### src/rtl/mips_pkg.sv
// Shared types and defaults for the memory arbiter: FSM/owner enums, widths and the
// memory request payload.
package mips_pkg;

  localparam int unsigned MEM_LAT_DEFAULT    = 1;
  localparam int unsigned STARVE_MAX_DEFAULT = 8;

  localparam int unsigned ADDR_W   = 32;
  localparam int unsigned DATA_W   = 32;
  localparam int unsigned LAT_W    = 3;
  localparam int unsigned STARVE_W = 4;

  typedef enum logic {
    IDLE    = 1'b0,
    RD_WAIT = 1'b1
  } arb_state_t;

  typedef enum logic {
    CPU = 1'b0,
    DBG = 1'b1
  } owner_t;

  typedef struct packed {
    logic [ADDR_W-1:0] addr;
    logic [DATA_W-1:0] wdata;
    logic              wr;
  } mem_req_t;

endpackage

### src/rtl/starve_counter.sv
// Saturating counter of consecutive denied debug cycles; clear wins over enable.
module starve_counter
  import mips_pkg::*;
#(
  parameter int unsigned MAX = STARVE_MAX_DEFAULT
) (
  input  logic                clk,
  input  logic                rst_n,
  input  logic                clr,
  input  logic                en,
  output logic [STARVE_W-1:0] cnt
);

  always_ff @(posedge clk or negedge rst_n) begin
    if (!rst_n) begin
      cnt <= '0;
    end else if (clr) begin
      cnt <= '0;
    end else if (en && (cnt != STARVE_W'(MAX))) begin
      cnt <= cnt + STARVE_W'(1);
    end
  end

endmodule

### src/rtl/mem_arbiter.sv
// Two-port (cpu/dbg) arbiter onto one memory port: same-cycle grant in IDLE,
// read latency tracked in RD_WAIT, dbg starvation protection.
module mem_arbiter
  import mips_pkg::*;
#(
  parameter int unsigned MEM_LAT    = MEM_LAT_DEFAULT,
  parameter int unsigned STARVE_MAX = STARVE_MAX_DEFAULT
) (
  input  logic              Clk,
  input  logic              reset,
  input  logic              cpu_req,
  input  logic              cpu_wr,
  input  logic [ADDR_W-1:0] cpu_addr,
  input  logic [DATA_W-1:0] cpu_wdata,
  output logic              cpu_gnt,
  output logic              cpu_rvalid,
  output logic [DATA_W-1:0] cpu_rdata,
  input  logic              dbg_req,
  input  logic              dbg_wr,
  input  logic [ADDR_W-1:0] dbg_addr,
  input  logic [DATA_W-1:0] dbg_wdata,
  output logic              dbg_gnt,
  output logic              dbg_rvalid,
  output logic [DATA_W-1:0] dbg_rdata,
  output logic [ADDR_W-1:0] mem_addr,
  output logic [DATA_W-1:0] mem_wdata,
  output logic              mem_wr,
  input  logic [DATA_W-1:0] mem_rdata
);

  arb_state_t          state;
  arb_state_t          state_nxt;
  owner_t              owner;
  logic [LAT_W-1:0]    lat_cnt;
  logic [STARVE_W-1:0] starve_cnt;
  logic                dbg_first;
  logic                rd_grant;
  mem_req_t            cpu_bus;
  mem_req_t            dbg_bus;
  mem_req_t            mem_bus;

  assign cpu_bus   = '{addr: cpu_addr, wdata: cpu_wdata, wr: cpu_wr};
  assign dbg_bus   = '{addr: dbg_addr, wdata: dbg_wdata, wr: dbg_wr};
  assign dbg_first = (starve_cnt == STARVE_W'(STARVE_MAX));
  assign rd_grant  = (cpu_gnt && !cpu_wr) || (dbg_gnt && !dbg_wr);

  starve_counter #(
    .MAX (STARVE_MAX)
  ) u_starve_counter (
    .clk   (Clk),
    .rst_n (reset),
    .clr   (dbg_gnt || !dbg_req),
    .en    ((state == IDLE) && dbg_req && !dbg_gnt),
    .cnt   (starve_cnt)
  );

  always_ff @(posedge Clk or negedge reset) begin
    if (!reset) begin
      state <= IDLE;
    end else begin
      state <= state_nxt;
    end
  end

  always_comb begin
    state_nxt = state;
    case (state)
      IDLE:    if (rd_grant) state_nxt = RD_WAIT;
      RD_WAIT: if (lat_cnt <= LAT_W'(1)) state_nxt = IDLE;
      default: state_nxt = IDLE;
    endcase
  end

  // Grant is combinational; the memory port is quiet whenever nobody is granted.
  always_comb begin
    cpu_gnt = 1'b0;
    dbg_gnt = 1'b0;
    mem_bus = '0;
    if (reset && (state == IDLE)) begin
      if (dbg_req && (dbg_first || !cpu_req)) begin
        dbg_gnt = 1'b1;
        mem_bus = dbg_bus;
      end else if (cpu_req) begin
        cpu_gnt = 1'b1;
        mem_bus = cpu_bus;
      end
    end
  end

  assign mem_addr  = mem_bus.addr;
  assign mem_wdata = mem_bus.wdata;
  assign mem_wr    = mem_bus.wr;

  // Read tracking: capture mem_rdata on the edge where lat_cnt reaches 0.
  always_ff @(posedge Clk or negedge reset) begin
    if (!reset) begin
      lat_cnt    <= '0;
      owner      <= CPU;
      cpu_rvalid <= 1'b0;
      dbg_rvalid <= 1'b0;
      cpu_rdata  <= '0;
      dbg_rdata  <= '0;
    end else begin
      cpu_rvalid <= 1'b0;
      dbg_rvalid <= 1'b0;
      if (state == IDLE) begin
        if (cpu_gnt && !cpu_wr) begin
          owner   <= CPU;
          lat_cnt <= LAT_W'(MEM_LAT);
        end else if (dbg_gnt && !dbg_wr) begin
          owner   <= DBG;
          lat_cnt <= LAT_W'(MEM_LAT);
        end
      end else if (lat_cnt != '0) begin
        lat_cnt <= lat_cnt - LAT_W'(1);
        if (lat_cnt == LAT_W'(1)) begin
          if (owner == CPU) begin
            cpu_rvalid <= 1'b1;
            cpu_rdata  <= mem_rdata;
          end else begin
            dbg_rvalid <= 1'b1;
            dbg_rdata  <= mem_rdata;
          end
        end
      end
    end
  end

endmodule

### config.mk
export PLATFORM = sky130hd
export DESIGN_NAME = mem_arbiter
export DESIGN_NICKNAME = d
export VERILOG_FILES = /design/src/rtl/mips_pkg.sv /design/src/rtl/starve_counter.sv /design/src/rtl/mem_arbiter.sv
export SDC_FILE = /design/constraint.sdc
export NUM_CORES = 1
export LEC_CHECK = 0
export ABC_CLOCK_PERIOD_IN_PS = 2800
export CORE_AREA = 2 2 124 126
export CTS_BUF_LIST = sky130_fd_sc_hd__clkbuf_16
export DETAILED_ROUTE_END_ITERATION = 8
export DIE_AREA = 0 0 126 128
export PLACE_DENSITY = 0.73
export REMOVE_ABC_BUFFERS = 1
export SLEW_MARGIN = 20
export SYNTH_ARGS = -nofsm -noshare
export SYNTH_HDL_FRONTEND = slang
export SYNTH_SLANG_ARGS = --single-unit
### constraint.sdc
create_clock -name Clk -period 2.8 [get_ports Clk]
set_clock_uncertainty 0.2 [all_clocks]
set_input_delay 0.56 -clock Clk [delete_from_list [all_inputs] [get_ports Clk]]
set_output_delay 0.56 -clock Clk [all_outputs]
set_load 0.05 [all_outputs]
# == Word-level counts from Yosys, hierarchy flattened ==
# Index checks and enable logic that the tools add are counted.
# word_totals
ff_bits,75
elab_cells,67
input_bits,166
out_inout_bits,133
# op_classes
n_eq_ne,4
n_bitwise,2
reduce_logical,23
add_sub_neg,2
n_lt_le_gt_ge,1
muxes,27
# op_table
op,n
$mux 65,3
$mux 1,17
$mux 3,4
$mux 4,2
$reduce_and 4->1,2
$logic_and 1x1->1,7
$reduce_bool 3->1,2
$logic_not 1->1,5
$add 4x1->4 const B,1
$eq 4x4->1 const B,1
$ne 4x4->1 const B,1
$reduce_and 2->1,2
$reduce_bool 2->1,2
$eq 3x1->1 const B,1
$le 3x1->1 const B,1
$logic_or 1x1->1,3
$sub 3x1->3 const B,1
$ne 2x1->1 const B,1
$not 1->1,2
$pmux 1 s2,1

# == Depth between registers and ports, before layout ==
# logic_depth
word_depth,10
ltp_mapped,8
mapped_depth_nobuf,5

# == Hierarchy ==
# A second synthesis with hierarchy kept.
# hier_totals
hier_cells,291
area_unflattened_um2,3744.8
# by_module_without_submodules
module,cells_each,area_per_inst_um2,instances,seq_area_each_um2
mem_arbiter,268,3512.1,1,1776.7
starve_counter,23,232.7,1,100.1

# == Worst setup path after synthesis ==
# Ideal clock, no wire load.
# synth_timing
path_type,reg2out
start,register u_starve_counter.cnt[0]
end,output port dbg_gnt
path_stages_with_launch,5
required_ns,2.040
path_buffers,0
path_slack_ns,-0.185
arrival_time_ns,2.225
path_cell_list,dfrtp_1 > inv_1 > ha_1 > nand3b_1 > a211oi_1
# synth_via
elab_chain_cells,5
# synth_rtl
item,line_no,text
from (decl),starve_counter.sv:11,output logic [STARVE_W-1:0] cnt
from (signal assigned),starve_counter.sv:20,cnt <= cnt + STARVE_W'(1);
$eq 4x4->1,mem_arbiter.sv:44,assign dbg_first = (starve_cnt == STARVE_W'(STARVE_MAX));
$logic_or 1x1->1,mem_arbiter.sv:80,if (dbg_req && (dbg_first || !cpu_req)) begin
$logic_and 1x1->1,mem_arbiter.sv:80,
$mux 1,mem_arbiter.sv:80,
$mux 1,mem_arbiter.sv:79,if (reset && (state == IDLE)) begin
to (decl),mem_arbiter.sv:22,"output logic dbg_gnt,"
# No other way between the ends.

# == Final worst setup path ==
# layout_timing
start,register u_starve_counter.cnt[1]
end,output port mem_wdata[1]
# layout_via
elab_chain_cells,5
# layout_rtl
item,line_no,text
$eq 4x4->1,mem_arbiter.sv:44,
$logic_or 1x1->1,mem_arbiter.sv:80,
$logic_and 1x1->1,mem_arbiter.sv:80,
$mux 65,mem_arbiter.sv:80,
$mux 65,mem_arbiter.sv:79,
to (decl),mem_arbiter.sv:26,"output logic [DATA_W-1:0] mem_wdata,"
# No other way between the ends.

==> impl_summary.log <==
INFO  metric port-buffer-count = 298
INFO  metric critical-path-top-delay-family = buffers and inverters
INFO  metric tritoncts_clock_tree = yes
INFO  metric cts-root-to-sink-buffers = 2
INFO  metric ys_seq_area_share = 43.08%
INFO  metric power.density_cell_area = 988.5 nW/um^2
INFO  metric min_delay_path_class = reg2reg
INFO  metric die_span_in_y = 128 microns
INFO  metric layout_common_cells = 228 x sky130_fd_sc_hd__clkdlybuf4s50_1, 75 x sky130_fd_sc_hd__dfrtp_1, 73 x sky130_fd_sc_hd__buf_4
INFO  metric filler_cell_count = 1357
INFO  metric post_synthesis_instance_total = 440
INFO  metric power.ir.vdd_worst = 0.0004341 V
INFO  metric global_route.overflow_total = 0
INFO  metric largest_area_contributor_in_the_netlist = sky130_fd_sc_hd__dfrtp_1
INFO  metric cp-start-kind = flip-flop
INFO  metric post-dp-hpwl = 13120 microns
INFO  metric crit_type = reg2out
INFO  metric netlist.area_leader.share = 43.08%
INFO  metric final_nets = 889
INFO  metric via_per_inst = 5.317
INFO  metric routabilityCongestion = 0.9068
INFO  metric finalHoldWorstSlack = 301.9 ps
INFO  metric layout.cells.most_common = sky130_fd_sc_hd__clkdlybuf4s50_1
INFO  metric crit_arrival = 2030 ps
INFO  metric die_x = 126 microns
INFO  metric ioPinCount = 299
INFO  metric cp-end-kind = output pin
INFO  metric remaining_drc_errors = 0
INFO  metric drt-wirelength-per-cell = 20.06 microns
INFO  metric library_cell_used_as_clock_root_buffer = sky130_fd_sc_hd__clkbuf_16
INFO  metric final_period_minus_worst_setup_slack = 2787 ps
INFO  metric numCtsBuffers = 9
INFO  metric relSlewSlack = 39.12%
INFO  metric die_area = 16130 sq um
INFO  metric cts.clk_slew.worst_paths = 70 ps
INFO  metric synth_area_per_cell = 9.902 sq um
INFO  metric max_freq = 358.8 MHz
INFO  metric multi_input_comb_area = 2227 sq um
INFO  metric area_delta_synth_final = 79.41%
INFO  metric worst_pin_slew = 913.2 ps
INFO  metric seq_area = 1877 sq um
INFO  metric synth-seq-cells = 75
INFO  metric final_max_slew_viol_count = 0
INFO  metric cp_cell_sequence = inv_2 > ha_4 > and3b_2 > buf_12 > o211ai_1 > a21oi_1 > buf_4
INFO  metric timing.critical_path.fanout_max = 34
INFO  metric crit_path_top_delay_cell = sky130_fd_sc_hd__dfrtp_1
INFO  metric grt_max_degree = 76
INFO  metric drt_initial_violations = 290
INFO  metric clock_latency = 330 ps
INFO  metric number_of_distinct_library_cells_after_synthesis = 33
INFO  metric yosysWarningCount = 0
INFO  metric finalSetupViolCount = 0
INFO  metric diodes = 0
INFO  metric final.setup.worst_slack = 13.20 ps
INFO  metric track_usage = 21.07%
INFO  metric rsz_0062_raised_after_global_routing = yes
INFO  metric cp_num_buf_inv = 3
INFO  metric dpl_worst_slack = 127.9 ps
INFO  metric post_route_cells_drive_above_1_share = 25.59%
INFO  metric cts_hold_buf = 0
INFO  metric wire_length_of_the_first_global_routing_pass = 26650 microns
INFO  metric grt_antenna_before_repair = 0
INFO  metric yosys-top-cells-area = sky130_fd_sc_hd__dfrtp_1 43%, sky130_fd_sc_hd__mux2_2 17%, sky130_fd_sc_hd__o211ai_1 11%
INFO  metric syn-cell-area = 4357 sq um
INFO  metric total_leakage_power = 3.168 nW
INFO  metric num_vias = 4844
INFO  metric cts_htree_levels = 3
INFO  metric final.period_utilization = 99.53%
INFO  metric placed_cells = 887
INFO  metric start_util = 29.31%
INFO  metric drt-pass1-iter-count = 5
INFO  metric drt-total-wl = 18280 microns
INFO  metric floorplan.rows = 45
INFO  metric grt_pass1_vias = 4778
INFO  metric final_antenna_net_count = 0
INFO  metric run_status = completed
INFO  metric finalHoldViolCount = 0
INFO  metric critical-path-max-stage-delay = 400 ps
INFO  metric max_capacitance_violation_total = 0
INFO  metric finish.cell_count_without_fillers = 911
INFO  metric core_region_area = 14860 sq um
INFO  metric tritoncts_num_sinks = 75
INFO  metric critPathRequiredTime = 2040 ps
path summary, 6_finish.rpt:
path	startpoint	to	slack, ps	depth (start not counted)
worst min register to register	dbg_rdata[24]$_DFFE_PN0P_	dbg_rdata[24]$_DFFE_PN0P_	300	1
max in group asynchronous	reset	dbg_rdata[22]$_DFFE_PN0P_	1500	2
worst min-delay path	dbg_rdata[24]$_DFFE_PN0P_	dbg_rdata[24]$_DFFE_PN0P_	300	1
worst max register to register	lat_cnt[0]$_DFFE_PN0P_	cpu_rdata[24]$_DFFE_PN0P_	540	6
min in group asynchronous	reset	cpu_rdata[10]$_DFFE_PN0P_	310	2
worst max-delay path	u_starve_counter.cnt[1]$_DFFE_PN0P_	mem_wdata[1]	10	7
sequential cells by signal, summed over array words and instances, names as in the netlist:
| signal | flops |
|---|---|
| cpu_rdata | 32 |
| state | 1 |
| cpu_rvalid | 1 |
| dbg_rvalid | 1 |
| u_starve_counter.cnt | 4 |
| dbg_rdata | 32 |
| lat_cnt | 3 |
| owner | 1 |
timing repair:
item | in CTS | in global routing
resized for setup | 10 | 7
gates cloned | 3 | 1
hold endpoints to repair | 0 | 0
setup endpoints to repair | 65 | 45
pin swaps | 4 | 20
setup buffers | 4 | 0
synthesized netlist by cell type (all sizes together):
cell type / n
o21ba: 1
nand2: 3
nor3b: 1
dfrtp: 75
mux2: 65
a21boi: 1
nand3: 68
inv: 9
a31o: 1
a21oi: 67
nand4: 1
nor2: 2
nand3b: 1
a211o: 1
a2111o: 1
o211ai: 65
or4b: 1
and3b: 1
o21ai: 3
ha: 5
buf: 36
nand4b: 2
nor3: 1
a211oi: 4
and3: 2
xor2: 1
and4: 1
nand2b: 3
a31oi: 1
clkbuf: 17
per-layer routing:
metal	vias up	routed length, microns	track usage, %
met2	323	9109	36.78
met1	2275	6745	24.03
li1	2207	-	-
met5	-	0	0
met3	39	1805	5.927
met4	0	619	9.502
per-stage QoR:
stage          cell area [sq um]  utilization [%]  power, mW  TNS, ps
3_5_place_dp                7320            49.24      6.605        0
3_3_place_gp                7320            49.24      6.504        0
4_1_cts                     7762            52.22      7.787        0
6_report                    7816            52.58      7.727        0
5_1_grt                     7816            52.58      8.063   -576.9
2_1_floorplan               4100                -      4.832   -62330
area by class of cell:
class	instances	area share, %
Clock inverter	7	0.8804
Timing Repair Buffer	320	40.29
Tap cell	188	3.009
Sequential cell	75	24.01
Clock buffer	9	2.881
Inverter	9	0.4322
Multi-Input combinational cell	303	28.49
where the power goes:
part	internal, mW	leakage (nW)	total, mW	switching [mW]
combinational	1.76	2.12	4.73	2.97
sequential	1.60	0.903	1.89	0.284
clock	0.686	0.143	1.11	0.425
cells by family after synthesis:
family	synth area share, %
fa+ha+maj	1.436
mux	16.80
buf+inv	6.663
flops	43.08
xor+xnor	0.2011
simple gates	10.68
compound gates	21.14
(Power assumes the default switching activity.)
